===== config.mk =====
export PLATFORM = sky130hd
export DESIGN_NAME = parity_arbiter_flat
export DESIGN_NICKNAME = d
export VERILOG_FILES = /design/src/rtl/parity_pkg.sv /design/src/rtl/parity_arbiter_if.sv /design/src/rtl/parity_xor_w.sv /design/src/rtl/parity_arbiter.sv /design/src/flat_wrapper.sv
export SDC_FILE = /design/constraint.sdc
export NUM_CORES = 1
export LEC_CHECK = 0
export CAP_MARGIN = 20
export CORE_ASPECT_RATIO = 0.75
export CORE_UTILIZATION = 42
export CTS_CLUSTER_SIZE = 28
export DETAILED_ROUTE_END_ITERATION = 10
export GPL_ROUTABILITY_DRIVEN = 0
export PLACE_DENSITY = 0.72
export RECOVER_POWER = 50
export SYNTH_ARGS = -nofsm -noshare
export SYNTH_HDL_FRONTEND = slang
export SYNTH_SLANG_ARGS = --single-unit

===== constraint.sdc =====
create_clock -name clk -period 8.4 [get_ports clk]
set_input_delay 1.68 -clock clk [delete_from_list [all_inputs] [get_ports clk]]
set_output_delay 1.68 -clock clk [all_outputs]
set_load 0.03 [all_outputs]

===== src/rtl/parity_pkg.sv =====
// Shared definitions for the parity arbiter: FSM encoding, parity polarity
// constants and an index-width helper.
package parity_pkg;

  typedef enum logic [1:0] {
    StIdle = 2'd0,
    StCalc = 2'd1,
    StResp = 2'd2
  } state_e;

  localparam bit ParityEven = 1'b0;
  localparam bit ParityOdd  = 1'b1;

  // Width of a requester index; never narrower than one bit.
  function automatic int unsigned id_width(int unsigned n);
    return (n > 1) ? $clog2(n) : 1;
  endfunction

endpackage


===== src/rtl/parity_arbiter_if.sv =====
// Request/result bundle between requesters (master) and the parity arbiter (slave).
interface parity_arbiter_if
  import parity_pkg::*;
#(
  parameter int unsigned N_REQ = 4,
  parameter int unsigned W     = 8
);

  localparam int unsigned IdW = id_width(N_REQ);

  logic [N_REQ-1:0]   req;
  logic [N_REQ*W-1:0] din;
  logic [N_REQ-1:0]   gnt;
  logic               busy;
  logic               done;
  logic [IdW-1:0]     done_id;
  logic               parity;

  modport master (
    output req, din,
    input  gnt, busy, done, done_id, parity
  );

  modport slave (
    input  req, din,
    output gnt, busy, done, done_id, parity
  );

endinterface


===== src/rtl/parity_xor_w.sv =====
// XOR reduction of one W-bit operand; shared by all requesters.
module parity_xor_w #(
  parameter int unsigned W = 8
) (
  input  logic [W-1:0] data,
  output logic         parity
);

  assign parity = ^data;

endmodule


===== src/rtl/parity_arbiter.sv =====
// Round-robin arbiter that latches the winner's operand and returns its parity.
// One operation every three cycles: IDLE (grant) -> CALC -> RESP (done).
module parity_arbiter
  import parity_pkg::*;
#(
  parameter int unsigned N_REQ = 4,
  parameter int unsigned W     = 8,
  parameter int unsigned ODD   = 0
) (
  input logic             clk,
  input logic             reset,
  parity_arbiter_if.slave bus
);

  localparam int unsigned IdW = id_width(N_REQ);
  localparam bit          Pol = (ODD != 0) ? ParityOdd : ParityEven;

  state_e           state_q, state_d;
  logic [IdW-1:0]   ptr_q, ptr_d;
  logic [IdW-1:0]   id_q, id_d;
  logic [IdW-1:0]   done_id_q, done_id_d;
  logic [N_REQ-1:0] gnt_q, gnt_d;
  logic [W-1:0]     operand_q, operand_d;
  logic             done_q, done_d;
  logic             parity_q, parity_d;
  logic             busy_q, busy_d;
  logic             xor_out;

  int unsigned      win;
  int unsigned      best_dist;
  logic             win_valid;
  logic [N_REQ-1:0] win_oh;
  logic [W-1:0]     win_op;

  // Winner is the requester at the smallest forward distance from ptr.
  always_comb begin
    win       = 0;
    best_dist = N_REQ;
    win_valid = 1'b0;
    for (int unsigned j = 0; j < N_REQ; j++) begin
      if (bus.req[j] && (((j + N_REQ - 32'(ptr_q)) % N_REQ) < best_dist)) begin
        win       = j;
        best_dist = (j + N_REQ - 32'(ptr_q)) % N_REQ;
        win_valid = 1'b1;
      end
    end
    win_oh = '0;
    win_op = '0;
    for (int unsigned j = 0; j < N_REQ; j++) begin
      if (j == win) begin
        win_oh[j] = 1'b1;
        win_op    = bus.din[j*W +: W];
      end
    end
  end

  parity_xor_w #(
    .W(W)
  ) u_xor (
    .data  (operand_q),
    .parity(xor_out)
  );

  always_comb begin
    state_d   = state_q;
    ptr_d     = ptr_q;
    id_d      = id_q;
    gnt_d     = gnt_q;
    operand_d = operand_q;
    done_d    = done_q;
    done_id_d = done_id_q;
    parity_d  = parity_q;
    unique case (state_q)
      StIdle: begin
        if (win_valid) begin
          operand_d = win_op;
          gnt_d     = win_oh;
          id_d      = IdW'(win);
          state_d   = StCalc;
        end
      end
      StCalc: begin
        parity_d  = xor_out ^ Pol;
        done_d    = 1'b1;
        done_id_d = id_q;
        gnt_d     = '0;
        state_d   = StResp;
      end
      StResp: begin
        done_d  = 1'b0;
        ptr_d   = (id_q == IdW'(N_REQ - 1)) ? '0 : id_q + 1'b1;
        state_d = StIdle;
      end
      default: state_d = StIdle;
    endcase
    busy_d = (state_d != StIdle);
  end

  always_ff @(posedge clk or posedge reset) begin
    if (reset) begin
      state_q   <= StIdle;
      ptr_q     <= '0;
      id_q      <= '0;
      gnt_q     <= '0;
      operand_q <= '0;
      done_q    <= 1'b0;
      done_id_q <= '0;
      parity_q  <= 1'b0;
      busy_q    <= 1'b0;
    end else begin
      state_q   <= state_d;
      ptr_q     <= ptr_d;
      id_q      <= id_d;
      gnt_q     <= gnt_d;
      operand_q <= operand_d;
      done_q    <= done_d;
      done_id_q <= done_id_d;
      parity_q  <= parity_d;
      busy_q    <= busy_d;
    end
  end

  assign bus.gnt     = gnt_q;
  assign bus.busy    = busy_q;
  assign bus.done    = done_q;
  assign bus.done_id = done_id_q;
  assign bus.parity  = parity_q;

endmodule


===== src/flat_wrapper.sv =====
// flat-port wrapper written by rule: the top's interface ports become plain ports
module parity_arbiter_flat import parity_pkg::*;
#(
  parameter int unsigned N_REQ = 4,
  parameter int unsigned W     = 8,
  parameter int unsigned ODD   = 0
)
  (clk, reset, bus_req, bus_din, bus_gnt, bus_busy, bus_done, bus_done_id, bus_parity);
  parity_arbiter_if #(.N_REQ(N_REQ), .W(W)) bus_i ();
  input logic clk;
  input logic reset;
  input wire logic [$bits(bus_i.req)-1:0] bus_req;
  input wire logic [$bits(bus_i.din)-1:0] bus_din;
  output wire logic [$bits(bus_i.gnt)-1:0] bus_gnt;
  output wire logic [$bits(bus_i.busy)-1:0] bus_busy;
  output wire logic [$bits(bus_i.done)-1:0] bus_done;
  output wire logic [$bits(bus_i.done_id)-1:0] bus_done_id;
  output wire logic [$bits(bus_i.parity)-1:0] bus_parity;
  assign bus_i.req = bus_req;
  assign bus_i.din = bus_din;
  assign bus_gnt = bus_i.gnt;
  assign bus_busy = bus_i.busy;
  assign bus_done = bus_i.done;
  assign bus_done_id = bus_i.done_id;
  assign bus_parity = bus_i.parity;
  parity_arbiter #(.N_REQ(N_REQ), .W(W), .ODD(ODD)) u_core (.clk(clk), .reset(reset), .bus(bus_i));
endmodule

-- Yosys cells after proc, flatten, opt, wreduce, memory -nomap -nowiden
Cells that the tools add are included.
- bits in registers: 23
- logic and storage cells: 61
- input bits: 38
- output and inout port bits: 9
- reduce and logical (&&, ||, !) cells: 12
- equal/unequal tests: 7
- multiplexer cells: 24
- order comparisons: 4
- add/subtract/negate cells: 5
- operators with widths (kind ; count):
    2-bit by 32-bit less-than comparator with 1-bit output ; 2
    32-bit two-way mux ; 2
    32-bit logical NOT ; 1
    8-bit two-way mux ; 4
    1-bit two-way mux ; 9
    2-bit two-way mux ; 4
    4-bit case mux with 2 select lines ; 1
    8-bit parity ; 1
    2-bit nonzero test ; 3
    2-bit == test, first input constant ; 2
    2-bit == test, second input constant ; 2
    1-bit logical AND ; 4
    4-bit two-way mux ; 1
    2-bit case mux with 2 select lines ; 1
    2-bit AND reduction ; 2
    1-bit by 2-bit subtractor with 2-bit output, first input constant ; 2
    2-bit subtractor, first input constant ; 2
    2-bit by 3-bit less-than comparator with 1-bit output ; 1
    2-bit by 3-bit less-than comparator with 1-bit output, second input constant ; 1
    3-bit two-way mux ; 1
    2-bit by 1-bit adder with 2-bit output, second input constant ; 1
    1-bit by 2-bit == test with 1-bit output, first input constant ; 1
    2-bit by 1-bit == test with 1-bit output, second input constant ; 1
    2-bit logical NOT ; 1
    other kinds (2) ; 2

-- Depth between registers and ports, before layout
- word-level depth: 18
- mapped depth: 16
- gate-level depth less buffers: 14

-- Hierarchy
A second synthesis with hierarchy kept.
- cells, all modules: 146
- area, all modules: 1393.8 um2
- modules (own cells, without submodules) (module ; cells an instance ; instances ; area each (um2)):
    parity_arbiter ; 139 ; 1 ; 1332.5
    parity_xor_w ; 7 ; 1 ; 61.3

-- Worst setup path after synthesis
Ideal clock, no wire load.
- path type: input-to-reg
- start: in bus_req[0]
- end: reg u_core.operand_q[6]
- buffers on the path: 2
- arrival: 4.429 ns
- stages: 15
- slack: 3.845 ns
- required time: 8.274 ns
- cell sequence: buf_6 -> mux2i_1 -> a32oi_1 -> ha_1 -> nor2_1 -> o31ai_2 -> buf_4 -> nor2_1 -> a21o_1 -> ha_1 -> nand2b_1 -> or3_1 -> nand3_2 -> nor3_1 -> o32a_1
- longest elaborated chain between the ends: 16
- ends and longest elaborated chain (element ; line ; RTL):
    start, declared ; flat_wrapper.sv:12 ; input wire logic [$bits(bus_i.req)-1:0] bus_req;
    1-bit logical AND * ; parity_arbiter.sv:41 ; if (bus.req[j] && (((j + N_REQ - 32'(ptr_q)) % N_REQ) < best_dist)) begin
    3-bit two-way mux ; parity_arbiter.sv:41 ;
    2-bit by 3-bit less-than comparator with 1-bit output ; parity_arbiter.sv:41 ;
    1-bit logical AND ; parity_arbiter.sv:41 ;
    32-bit two-way mux ; parity_arbiter.sv:41 ;
    2-bit by 32-bit less-than comparator with 1-bit output ; parity_arbiter.sv:41 ;
    1-bit logical AND ; parity_arbiter.sv:41 ;
    32-bit two-way mux ; parity_arbiter.sv:41 ;
    2-bit by 32-bit less-than comparator with 1-bit output ; parity_arbiter.sv:41 ;
    1-bit logical AND ; parity_arbiter.sv:41 ;
    2-bit two-way mux ; parity_arbiter.sv:41 ;
    32-bit logical NOT ; parity_arbiter.sv:50 ; if (j == win) begin
    8-bit two-way mux (4 in series) ; parity_arbiter.sv:50 ;
    end signal, assigned ; parity_arbiter.sv:115 ; operand_q <= operand_d;
    end, declared ; parity_arbiter.sv:23 ; logic [W-1:0] operand_q, operand_d;
Every way passes the cells marked *; elsewhere a longest branch is shown, timed or not.
A chain may end at the register's enable or synchronous reset.

-- Final worst setup path
Same ends and word-level chain as after synthesis.

==> key figures <==
Synth
  – Synth async-reset ratio: 100%
  – Synth Flop Type: dfrtp_1
  – EDFF count, synth: 0
  – Net Count, Synth: 217
  – Synthesis-stage register bit count: 23
  – Cell area after synthesis: 0.00163 mm^2
  – Post-synthesis sequential area ratio: 35.4%
  – Yosys Warn Count: 0
  – Average cell area after synthesis: 9.41 um^2
  – Cells after synthesis: 173
  – Distinct cells, synth: 47

STA
  – Min Tclk post-route: 5.35 ns
  – Fmax: 187 MHz
  – Final Cycle Share: 63.7%
  – Final Skew: 0.00532 ns
  – Slew margin rel.: 41.1%
  – Slew Limit Fails: 0
  – Hold Vio Cnt, Final: 0
  – Least-Margin Pin Slew: 0.882 ns
  – Unrepaired setup endpoints after global routing: false
  – Final setup violation count: 0
  – Setup TNS: 0 ns

Min path
  – Hold Path Depth: 1
  – Worst min path class: flop to flop

Pwr
  – Peak supply drop: 0.139 mV
  – Leak Pwr: 0.897 nW
  – Power Density: 374 mW/mm^2

Routing
  – Initial DRC count: 55
  – DRC violations left: 0
  – Final ANT Viol Nets: 0
  – Wirelength, routed: 3830 um
  – Via-to-Cell Ratio: 5.47
  – Avg WL per Cell: 14.3 um
  – Vias post-DR: 1467
  – DRT Pass-1 Iters: 4

Place
  – DP Area: 0.00209 mm^2
  – Hpwl dp: 2900 um
  – IO buf count: 46

Critical path
  – Crit Path Max Fanout: 9
  – WP data arrival: 5.51 ns
  – CP Data Required Time: 8.56 ns
  – CP Class: input pin to flop
  – Path depth of the worst reg2reg path: 14
  – Crit start category: input pin
  – Worst setup EP type: flop

Floorplanning
  – Die width: 73.9 um
  – Initial Utilization: 44.2%
  – Die Height: 55.9 um
  – Core area: 0.00368 mm^2
  – Row count: 19
  – Number of top-level pins: 47
  – Die area: 0.00413 mm^2

Layout
  – Design area: 0.00214 mm^2
  – Layout cells sized above 1: 9.72%
  – Highest-count cells in the layout ignoring fill and taps: clkdlybuf4s50_1 (45), dfrtp_1 (23), nand2_1 (15)
  – Fin nets: 261
  – # diodes: 0
  – Synth-to-layout area growth: 31.7%
  – Commonest non-fill, non-tap cell in the layout: clkdlybuf4s50_1

Clocking
  – Clock Tree Root: clkbuf_8
  – Clock buffer depth: 2
  – Setup bufs post-CTS: 0
  – TritonCTS clock tree: built
  – Hold-fix buffers, CTS: 0
  – CTS-repair resized insts: 0
  – Clk_lat worst skew: 0.27 ns
  – Worst-path clk slew: 0.09 ns
  – CTS buffer count: 3
  – H-tree levels: 1
  – # clock sinks: 23

Job
  – Max cap viols: 0

Global route
  – Vias in the first global route: 1454
  – GRT overflow: 0
  – GR Util All Layers: 20.4%
  – First-pass GRT wire length: 6540 um
  – Initial antenna violation count: 0
  – Largest net degree at the start of global routing: 24

Outcome
  – Run status: finished clean
-- critical path, cell delays in order --
cell and delay (ns):
clkdlybuf4s50_1 0.67, mux2i_1 0.23, a32oi_1 0.10, ha_1 0.34, nor2_1 0.07, o31ai_2 0.58
buf_6 0.23, nor2_1 0.06, a21o_1 0.16, ha_1 0.21, nand2b_1 0.19, or3_1 0.42
nand3_2 0.15, nor3_1 0.08, o32a_1 0.34
-- state kept, by name (all words and copies together) (netlist names) --
| name | count |
|---|---|
| u_core.operand_q | 8 |
| u_core.bus.gnt | 4 |
| u_core.bus.done_id | 2 |
| u_core.id_q | 2 |
| u_core.ptr_q | 2 |
| u_core.state_q | 2 |
| u_core.bus.busy | 1 |
| u_core.bus.done | 1 |
| u_core.bus.parity | 1 |
-- final cells by class --
class	count	area, um^2
fillers	320	1540
multi-input cells	133	947
flip-flops and latches	23	576
repair buffers	48	479
well taps	52	65.1
clock buffers	3	41.3
inverters	8	30.0
clock inverters	1	5.00
-- per-stage QoR --
stage          utilization [%]  std cells  total power (W)  hold slack [ns]  setup slack [ns]
4_1_cts                   58.0        267         0.000798            0.515              3.06
3_3_place_gp              56.4        262         0.000705            0.490              2.63
2_1_floorplan                -        173         0.000613            0.492              3.85
5_1_grt                   58.2        268         0.000876            0.548              2.74
3_5_place_dp              56.7        263         0.000728            0.496              2.79
6_report                  58.2        268         0.000801            0.508              3.05
-- Yosys cell counts (2+ instances only) --
master,n,area (um^2)
nand4_1,2,12.5
buf_4,3,22.5
nand2b_1,2,12.5
and3_1,2,12.5
nor2_1,13,48.8
xnor2_1,8,70.1
inv_1,8,30.0
ha_1,6,75.1
nor3_2,2,20.0
a32o_1,2,20.0
o21ai_0,10,50.1
mux2_1,3,33.8
dfrtp_1,23,576
nor2b_1,3,18.8
nand2_1,15,56.3
buf_6,4,45.0
a21oi_1,14,70.1
mux2_2,5,56.3
mux2i_1,9,90.1
a22oi_1,5,37.5
o21ai_1,2,10.0
o21a_1,2,15.0
clkbuf_1,2,7.51
a31oi_1,2,12.5
nand3_1,4,20.0
-- cell families (layout without fill, tap and decap cells) --
family,count (synthesis),count (layout),share of synthesized area [%]
AOI/OAI and AO/OA,52,52,22.4
xor gates and xnor gates,8,8,4.30
adders and majority gates,6,6,4.61
buffers and inverters,17,60,6.46
DFF,23,23,35.4
muxes,17,17,11.1
and+or+nand+nor,50,50,15.8
-- worst paths after layout --
path / to / slack [ns] / from
max: u_core.operand_q[6]$_DFFE_PP0P_ / 3.05 / bus_req[0]
min: u_core.bus.done_id[1]$_DFFE_PP0P_ / 0.51 / u_core.bus.done_id[1]$_DFFE_PP0P_
max reg2reg: u_core.operand_q[6]$_DFFE_PP0P_ / 4.59 / u_core.ptr_q[0]$_DFFE_PP0N_
min reg2reg: u_core.bus.done_id[1]$_DFFE_PP0P_ / 0.51 / u_core.bus.done_id[1]$_DFFE_PP0P_
max in group asynchronous: u_core.bus.done_id[1]$_DFFE_PP0P_ / 5.82 / reset
min in group asynchronous: u_core.bus.gnt[3]$_DFFE_PP0P_ / 2.04 / reset
-- routing by layer --
| layer | GRT usage (%) | share of wire, % |
|---|---|---|
| met4 | 3.85 | 0.50 |
| met1 | 26.6 | 45 |
| met5 | 0 | 0 |
| met3 | 4.53 | 5.7 |
| met2 | 34.6 | 49 |
-- power by group --
part	total (W)	internal (W)	switching, W
sequential	0.000207	0.000163	0.0000435
clock	0.0000698	0.0000331	0.0000367
combinational	0.000525	0.000235	0.000290
total	0.000801	0.000431	0.000370
No activity file was read; power rests on OpenSTA's default activity.
